**src/rtl/pixel_frame_streamer.sv**
```systemverilog
// Raster-order frame reader: walks a synchronous-read image memory and emits
// a valid/ready pixel stream with coordinates and SOF/EOL/EOF markers through a 3-entry FIFO.
module pixel_frame_streamer #(
    parameter int unsigned WIDTH  = 8,
    parameter int unsigned HEIGHT = 4,
    parameter int unsigned BITW   = 8,
    parameter int unsigned ADDRW  = 5,
    parameter int unsigned XW     = 3,
    parameter int unsigned YW     = 2
) (
    input  logic             clk,
    input  logic             rst,
    input  logic             start,
    output logic             busy,
    output logic             done,
    output logic             mem_en,
    output logic [ADDRW-1:0] mem_addr,
    input  logic [BITW-1:0]  mem_rdata,
    output logic             out_valid,
    input  logic             out_ready,
    output logic [BITW-1:0]  out_pixel,
    output logic [XW-1:0]    out_x,
    output logic [YW-1:0]    out_y,
    output logic             out_sof,
    output logic             out_eol,
    output logic             out_eof
);

    localparam int unsigned DEPTH = 3;

    typedef enum logic [1:0] {IDLE, STREAM, DRAIN} state_t;

    typedef struct packed {
        logic [BITW-1:0] pixel;
        logic [XW-1:0]   x;
        logic [YW-1:0]   y;
        logic            sof;
        logic            eol;
        logic            eof;
    } entry_t;

    state_t         state_q;
    logic [XW-1:0]  rd_x_q;
    logic [YW-1:0]  rd_y_q;
    logic [XW-1:0]  cap_x_q;
    logic [YW-1:0]  cap_y_q;
    logic           inflight_q;
    logic           busy_q;
    logic           done_q;
    entry_t         fifo_q [DEPTH];
    entry_t         fifo_d [DEPTH];
    logic [1:0]     count_q;
    logic [1:0]     count_d;
    entry_t         push_entry;
    logic           pop;
    logic           last_rd;

    // Head of the FIFO drives the stream; entry 0 keeps its value once drained.
    assign out_valid = (count_q != 2'd0);
    assign out_pixel = fifo_q[0].pixel;
    assign out_x     = fifo_q[0].x;
    assign out_y     = fifo_q[0].y;
    assign out_sof   = fifo_q[0].sof;
    assign out_eol   = fifo_q[0].eol;
    assign out_eof   = fifo_q[0].eof;
    assign busy      = busy_q;
    assign done      = done_q;

    always_comb begin
        pop      = out_valid && out_ready;
        mem_en   = (state_q == STREAM) && ((3'(count_q) + 3'(inflight_q)) < 3'(DEPTH));
        mem_addr = ADDRW'(32'(rd_y_q) * WIDTH + 32'(rd_x_q));
        last_rd  = (rd_x_q == XW'(WIDTH - 1)) && (rd_y_q == YW'(HEIGHT - 1));

        push_entry.pixel = mem_rdata;
        push_entry.x     = cap_x_q;
        push_entry.y     = cap_y_q;
        push_entry.sof   = (cap_x_q == '0) && (cap_y_q == '0);
        push_entry.eol   = (cap_x_q == XW'(WIDTH - 1));
        push_entry.eof   = (cap_x_q == XW'(WIDTH - 1)) && (cap_y_q == YW'(HEIGHT - 1));

        fifo_d  = fifo_q;
        count_d = count_q;
        // Pop shifts valid entries toward the head, then the returning read lands at the tail.
        if (pop) begin
            for (int i = 0; i < DEPTH - 1; i++) begin
                if (2'(i + 1) < count_q) begin
                    fifo_d[i] = fifo_q[i + 1];
                end
            end
            count_d = count_q - 2'd1;
        end
        if (inflight_q) begin
            for (int i = 0; i < DEPTH; i++) begin
                if (2'(i) == count_d) begin
                    fifo_d[i] = push_entry;
                end
            end
            count_d = count_d + 2'd1;
        end
    end

    always_ff @(posedge clk or posedge rst) begin
        if (rst) begin
            state_q    <= IDLE;
            rd_x_q     <= '0;
            rd_y_q     <= '0;
            cap_x_q    <= '0;
            cap_y_q    <= '0;
            inflight_q <= 1'b0;
            busy_q     <= 1'b0;
            done_q     <= 1'b0;
            count_q    <= '0;
            for (int i = 0; i < DEPTH; i++) begin
                fifo_q[i] <= '0;
            end
        end else begin
            done_q     <= 1'b0;
            inflight_q <= mem_en;
            fifo_q     <= fifo_d;
            count_q    <= count_d;
            if (mem_en) begin
                cap_x_q <= rd_x_q;
                cap_y_q <= rd_y_q;
                if (rd_x_q == XW'(WIDTH - 1)) begin
                    rd_x_q <= '0;
                    rd_y_q <= (rd_y_q == YW'(HEIGHT - 1)) ? '0 : rd_y_q + YW'(1);
                end else begin
                    rd_x_q <= rd_x_q + XW'(1);
                end
            end
            case (state_q)
                IDLE: begin
                    if (start) begin
                        state_q <= STREAM;
                        busy_q  <= 1'b1;
                        rd_x_q  <= '0;
                        rd_y_q  <= '0;
                    end
                end
                STREAM: begin
                    if (mem_en && last_rd) begin
                        state_q <= DRAIN;
                    end
                end
                DRAIN: begin
                    if (pop && fifo_q[0].eof) begin
                        state_q <= IDLE;
                        busy_q  <= 1'b0;
                        done_q  <= 1'b1;
                    end
                end
                default: state_q <= IDLE;
            endcase
        end
    end

endmodule

```
**config.mk**
```make
export PLATFORM = sky130hd
export DESIGN_NAME = pixel_frame_streamer
export DESIGN_NICKNAME = d
export VERILOG_FILES = /design/src/rtl/pixel_frame_streamer.sv
export SDC_FILE = /design/constraint.sdc
export NUM_CORES = 1
export LEC_CHECK = 0
export CORE_MARGIN = 5
export CORE_UTILIZATION = 47
export DETAILED_ROUTE_END_ITERATION = 8
export PLACE_DENSITY = 0.67
export SLEW_MARGIN = 30
export SYNTH_ARGS = -nofsm -noshare
export SYNTH_HDL_FRONTEND = slang
export SYNTH_SLANG_ARGS = --single-unit
```
**constraint.sdc**
```tcl
create_clock -name clk -period 6.5 [get_ports clk]
set_input_delay 1.625 -clock clk [delete_from_list [all_inputs] [get_ports clk]]
set_output_delay 1.625 -clock clk [all_outputs]
set_load 0.01 [all_outputs]
```
==> metrics, run 1 <==
total setup buffers inserted after CTS=0; gr ovfl total=0; fin crit share=0.621; Primary FF master, synth=dfrtp_1; DIE HEIGHT=91.5 um; CTS tree=built; Cell Int Power=1.26 mW; # clock sinks=65; maxcap violations=0; Cells after Synth=273; Cell Pwr Density=552 nW/um^2; initial antenna violation count=0; Arr. time, crit path=2.41 ns; Min Clock Period, post-route=4.03 ns; area of the multi-input gates=1290 sq um; H-Tree Depth=3; commonest cells after routing, fill and taps aside=dfrtp_1 (65), clkdlybuf4s50_1 (36), mux2i_1 (34); status=finished, final reports clean; met2 routed WL=2.73 mm; Antenna Nets Post-Route=0; Die ar.=8360 sq um; RSZ-0062 raised after global routing=no; CP Cell Sequence=ha_1, ha_1, nand2_1, nand2_1, clkinv_2, clkdlybuf4s50_1; # IOs=37; critical path type=flop to output port; die span in x=91.5 um; total track usage=0.147; largest net degree at the start of global routing=66; DP Area=3410 sq um; core footprint=6390 sq um; CP Capture Type=output port; WL met1=2.61 mm; Switch Pwr=0.745 mW; Leak=1.70 nW; Mapped Area=3120 sq um; Worst setup SP type=flop; Starting Density=0.488; I/O Buffers=36; Crit path largest cell delay=0.56 ns; Hold Buf Count CTS=0; global-route wire length before repair=9.87 mm; commonest non-fill, non-tap cell in the layout=dfrtp_1; Fill cells=563; synth top area cells=dfrtp_1 (52%), mux2i_1 (11%), a21oi_1 (5.1%); clk_skew=0.00743 ns; Unique masters post-synth=36; fin. max-slew vios=0; Hold Crit Class=flop to flop; clock network power share=0.186; Final Setup Violations=0; Inserted Diodes=0; Routed WL=5.67 mm; Syn-to-layout area delta=16.6%; post-DR wirelength/cell=15.0 um; Mapped Nets=296; sequential area share after synthesis=0.522; DRT iter0 DRCs=112; CP Max Fanout=9; met3 WL=255 um; DR vias=1,995; Critical Path RT=4.88 ns; Nets=320; total power=2.01 mW; Worst R2R Path Depth=8; layout cell share with drive strength beyond 1=0.113; switching share of power=0.371; gp weighted congestion=0.773; Avg Cell Area, Syn=11.4 sq um; Row Count=29; Comb power frac=0.448; dpl hpwl=3.65 mm; Worst VDD drop=0.313 mV; fin area=3640 sq um; Root Driver=clkbuf_8; drt pass-1 iters=4; setup TNS=0 ns; Slew headroom=0.458; Ys Warns=0; EDFF count, synth=0; Max Fclk=248 MHz; CTS Buffer Depth=2; DR DRC count=0; Hold Path Cell Cnt=2; post-synth top area cell=dfrtp_1; post_cts resized=0; CTS Buf Count=9; Max Used Layer=met4; Skew-Pair Late Insertion Delay=0.34 ns; Reg area=1630 sq um; Yosys top cell area share=0.522; endpoints failing hold=0; Reg power frac=0.366; Tightest Pin Transition=0.813 ns; vias in the first global route=2,038; slowest CP cell=clkdlybuf4s50_1; clock slew at reported path FFs=0.07 ns; vias per inst=5.26; async set-or-reset flop fraction in the synthesized netlist=1.00; Seq cells post-synth=65
==> logic make-up (layout without fill, tap and decap cells) <==
family	after synthesis	after routing	share of synthesized area
DFF	65	65	0.522
xor gates and xnor gates	2	2	0.00562
muxes	54	54	0.181
adders and majority gates	11	11	0.0441
and+or+nand+nor	61	61	0.0975
buffers and inverters	33	62	0.0670
AOI/OAI and AO/OA	47	47	0.0827
==> cells in the mapped netlist (all sizes together), types with 4 or more instances <==
cell type,count
inv,7
dfrtp,65
a21oi,32
mux2i,34
clkbuf,5
buf,20
mux2,20
nand2,12
nand3,4
ha,11
o21ai,7
nor2,30
==> power by group through the flow <==
stage	clock network (mW)	logic [mW]	registers, mW
after global routing	0.403	1.02	0.762
after floorplan	0	0.712	0.706
after detailed placement	0	0.904	0.743
after global placement	0	0.881	0.739
final	0.374	0.899	0.734
after CTS	0.385	0.911	0.736
==> area by class of cell <==
type,count,share of cell area
well taps,77,0.0265
inverters,8,0.00860
repair buffers,38,0.103
multi-input cells,175,0.354
clock inverters,7,0.0262
flip-flops and latches,65,0.447
clock buffers,9,0.0341
==> path summary, 6_finish.rpt <==
check | startpoint | end | slack (ns)
hold / removal | fifo_q[2]$_DFFE_PP0P_ | fifo_q[2]$_DFFE_PP0P_ | 0.49
setup / recovery | inflight_q$_DFF_PP0_ | mem_en | 2.47
hold reg to reg | fifo_q[2]$_DFFE_PP0P_ | fifo_q[2]$_DFFE_PP0P_ | 0.49
setup reg to reg | count_q[1]$_DFF_PP0_ | fifo_q[4]$_DFFE_PP0P_ | 4.12
min in group asynchronous | rst | out_y[1]$_DFF_PP0_ | 1.83
max in group asynchronous | rst | fifo_q[19]$_DFF_PP0_ | 4.13
==> through the flow <==
| step | hold WS [ns] | std cells | util | setup slack [ns] |
|---|---|---|---|---|
| 2_1_floorplan | 0.449 | 273 | - | 3.25 |
| 3_3_place_gp | 0.468 | 363 | 0.534 | 2.58 |
| 3_5_place_dp | 0.470 | 363 | 0.534 | 2.49 |
| 4_1_cts | 0.487 | 379 | 0.569 | 2.48 |
| 5_1_grt | 0.513 | 379 | 0.569 | 2.28 |
| 6_report | 0.487 | 379 | 0.569 | 2.47 |
==> worst max-delay path: cells and delay by family (launching register included) <==
family / cells / cell delay (ns)
flops: 1 / 0.48
simple gates: 2 / 0.35
fa+ha+maj: 2 / 0.52
buf+inv: 2 / 0.72
==> registers in the layout, summed over array words and instances, names as in the netlist, 2 cells and up <==
name,cells
fifo_q,32
out_pixel,8
cap_x_q,3
out_x,3
rd_x_q,3
cap_y_q,2
count_q,2
out_y,2
rd_y_q,2
state_q,2
==> routing by layer <==
| metal | track usage | vias up |
|---|---|---|
| li1 | - | 993 |
| met1 | 0.187 | 960 |
| met2 | 0.232 | 34 |
| met3 | 0.0554 | 8 |
| met4 | 0.0477 | 0 |
| met5 | 0 | - |
Power figures use the tool's default switching activity.
==> run 2, diff against run 1 <==
--- a/config.mk
+++ b/config.mk
@@ -8,7 +8,7 @@
 export CORE_MARGIN = 5
 export CORE_UTILIZATION = 47
 export DETAILED_ROUTE_END_ITERATION = 8
-export PLACE_DENSITY = 0.67
+export PLACE_DENSITY = 0.7
 export SLEW_MARGIN = 30
 export SYNTH_ARGS = -nofsm -noshare
 export SYNTH_HDL_FRONTEND = slang
==> constraint.sdc (replaced) <==
create_clock -name clk -period 3.5 [get_ports clk]
set_input_delay 0.875 -clock clk [delete_from_list [all_inputs] [get_ports clk]]
set_output_delay 0.875 -clock clk [all_outputs]
set_load 0.01 [all_outputs]
==> run 2 against run 1 <==
  * Global-route usage decreased by 0.23 points
  * Critical path depth unchanged
  * Critical path type unchanged
  * Sequential cell count unchanged
  * Clock power increased by 64%
  * Register-to-register slack got worse by 3.0 ns
  * Worst setup slack got worse by 2.2 ns
  * Largest power group unchanged
  * Critical endpoint unchanged
==> metrics, run 2 (synthesis results as in run 1) <==
status=finished, final reports clean; Final Setup Violations=0; post_cts resized=0; worst reg2reg path startpoint=count_q[1]$_DFF_PP0_; RSZ-0062 raised after global routing=no; Skew-Pair Late Insertion Delay=0.33 ns; fin area=3640 sq um; H-Tree Depth=3; # IOs=37; maxcap violations=0; setup TNS=0 ns; Nets=323; Crit path depth=6; Critical Path RT=2.62 ns; Row Count=29; Crit path largest cell delay=0.56 ns; met3 WL=249 um; Die ar.=8360 sq um; total track usage=0.145; fin crit share=0.915; dpl hpwl=3.84 mm; area of the multi-input gates=1280 sq um; Reg area=1630 sq um; CP Cell Sequence=ha_1, ha_1, nand2_1, nand2_1, clkinv_2, clkdlybuf4s50_1; fin. max-slew vios=0; Max Used Layer=met4; Max Fclk=312 MHz; layout cell share with drive strength beyond 1=0.111; I/O Buffers=36; post-DR wirelength/cell=15.1 um; Bufs and invs on worst path=2; gp weighted congestion=0.892; Inserted Diodes=0; Worst setup SP type=flop; Reg with most FFs=fifo_q; DR DRC count=0; Hold Buf Count CTS=0; commonest non-fill, non-tap cell in the layout=dfrtp_1; DR vias=2,017; worst reg-to-reg setup slack=1.16 ns; CP Max Fanout=9; Routed WL=5.76 mm; critical path's top delay family=buffers and inverters; vias in the first global route=2,092; DRT iter0 DRCs=105; Antenna Nets Post-Route=0; Worst R2R Path Depth=8; Hold Crit Class=flop to flop; initial antenna violation count=0; clk_skew=0.00716 ns; critical path type=flop to output port; CP Capture Type=output port; die span in x=91.5 um; DIE HEIGHT=91.5 um; gr ovfl total=0; Worst Setup SP=inflight_q$_DFF_PP0_; Fill cells=544; DP Area=3450 sq um; slowest CP cell=clkdlybuf4s50_1; # clock sinks=65; Syn-to-layout area delta=16.8%; Leak=1.70 nW; met2 routed WL=2.66 mm; total power=3.66 mW; Starting Density=0.488; CTS Buf Count=9; Slew headroom=0.586; core footprint=6390 sq um; total setup buffers inserted after CTS=0; commonest cells after routing, fill and taps aside=dfrtp_1 (65), clkdlybuf4s50_1 (36), mux2i_1 (34); CTS tree=built; Cell Pwr Density=1000 nW/um^2; Hold Slack=0.495 ns; Min Clock Period, post-route=3.20 ns; global-route wire length before repair=9.81 mm; CP Capture Point=mem_en; vias per inst=5.28; Root Driver=clkbuf_8; largest net degree at the start of global routing=38; WL met1=2.75 mm; final worst-path setup slack=0.297 ns; endpoints failing hold=0; Arr. time, crit path=2.33 ns; dpl ws=0.570 ns; drt pass-1 iters=4; Reg-to-Reg End=fifo_q[3]$_DFFE_PP0P_; CTS Buffer Depth=2; clock slew at reported path FFs=0.07 ns; Worst VDD drop=0.533 mV; Tightest Pin Transition=0.620 ns; Largest register FFs=32
run 2: changes by cell type in the layout (fill, tap and decap cells not counted), moves of 2 or more:
cell        change
clkinvlp_4      +2
nand2_2         -2
nand2_1         +2
buf_4           +2
run 2: power breakdown:
group	internal (mW)	total (mW)	leakage (nW)	switching, mW
Sequential	1.12	1.36	0.773	0.244
Combinational	0.843	1.68	0.833	0.840
Clock	0.327	0.612	0.0912	0.286
run 2: final cells by class:
cell class	count	area share
clock inverter	7	0.0196
sequential	65	0.447
clock buffer	9	0.0340
inverter	8	0.00859
timing repair buffer	41	0.113
multi-input combinational	175	0.352
tap	77	0.0265
run 2: worst register-to-register path, stage by stage (launching register included):
cell,delay (ns)
dfrtp_1,0.43
inv_1,0.14
ha_1,0.22
nand2b_1,0.18
mux2_2,0.39
inv_1,0.06
ha_1,0.14
nand2_2,0.25
mux2_1,0.40
run 2: through the flow:
stage                     cells  utilization
after floorplan             273            -
after global placement      366        0.540
after detailed placement    366        0.540
after CTS                   382        0.570
after global routing        382        0.570
final                       382        0.570
run 2: worst min-delay path by stage:
stage               depth (start not counted)                    from                endpoint  slack (ns)
finish                                      2   fifo_q[2]$_DFFE_PP0P_   fifo_q[2]$_DFFE_PP0P_        0.49
global route                                1   fifo_q[8]$_DFFE_PP0P_   fifo_q[8]$_DFFE_PP0P_        0.53
CTS                                         1  fifo_q[14]$_DFFE_PP0P_  fifo_q[14]$_DFFE_PP0P_        0.50
detailed placement                          1  fifo_q[14]$_DFFE_PP0P_  fifo_q[14]$_DFFE_PP0P_        0.48
global placement                            2   fifo_q[2]$_DFFE_PP0P_   fifo_q[2]$_DFFE_PP0P_        0.46
floorplan                                   2   fifo_q[2]$_DFFE_PP0P_   fifo_q[2]$_DFFE_PP0P_        0.45
run 2: metal layers:
layer | track usage | up-vias
met2 | 0.226 | 45
met5 | 0 | -
met4 | 0.0623 | 0
li1 | - | 988
met1 | 0.190 | 975
met3 | 0.0364 | 9
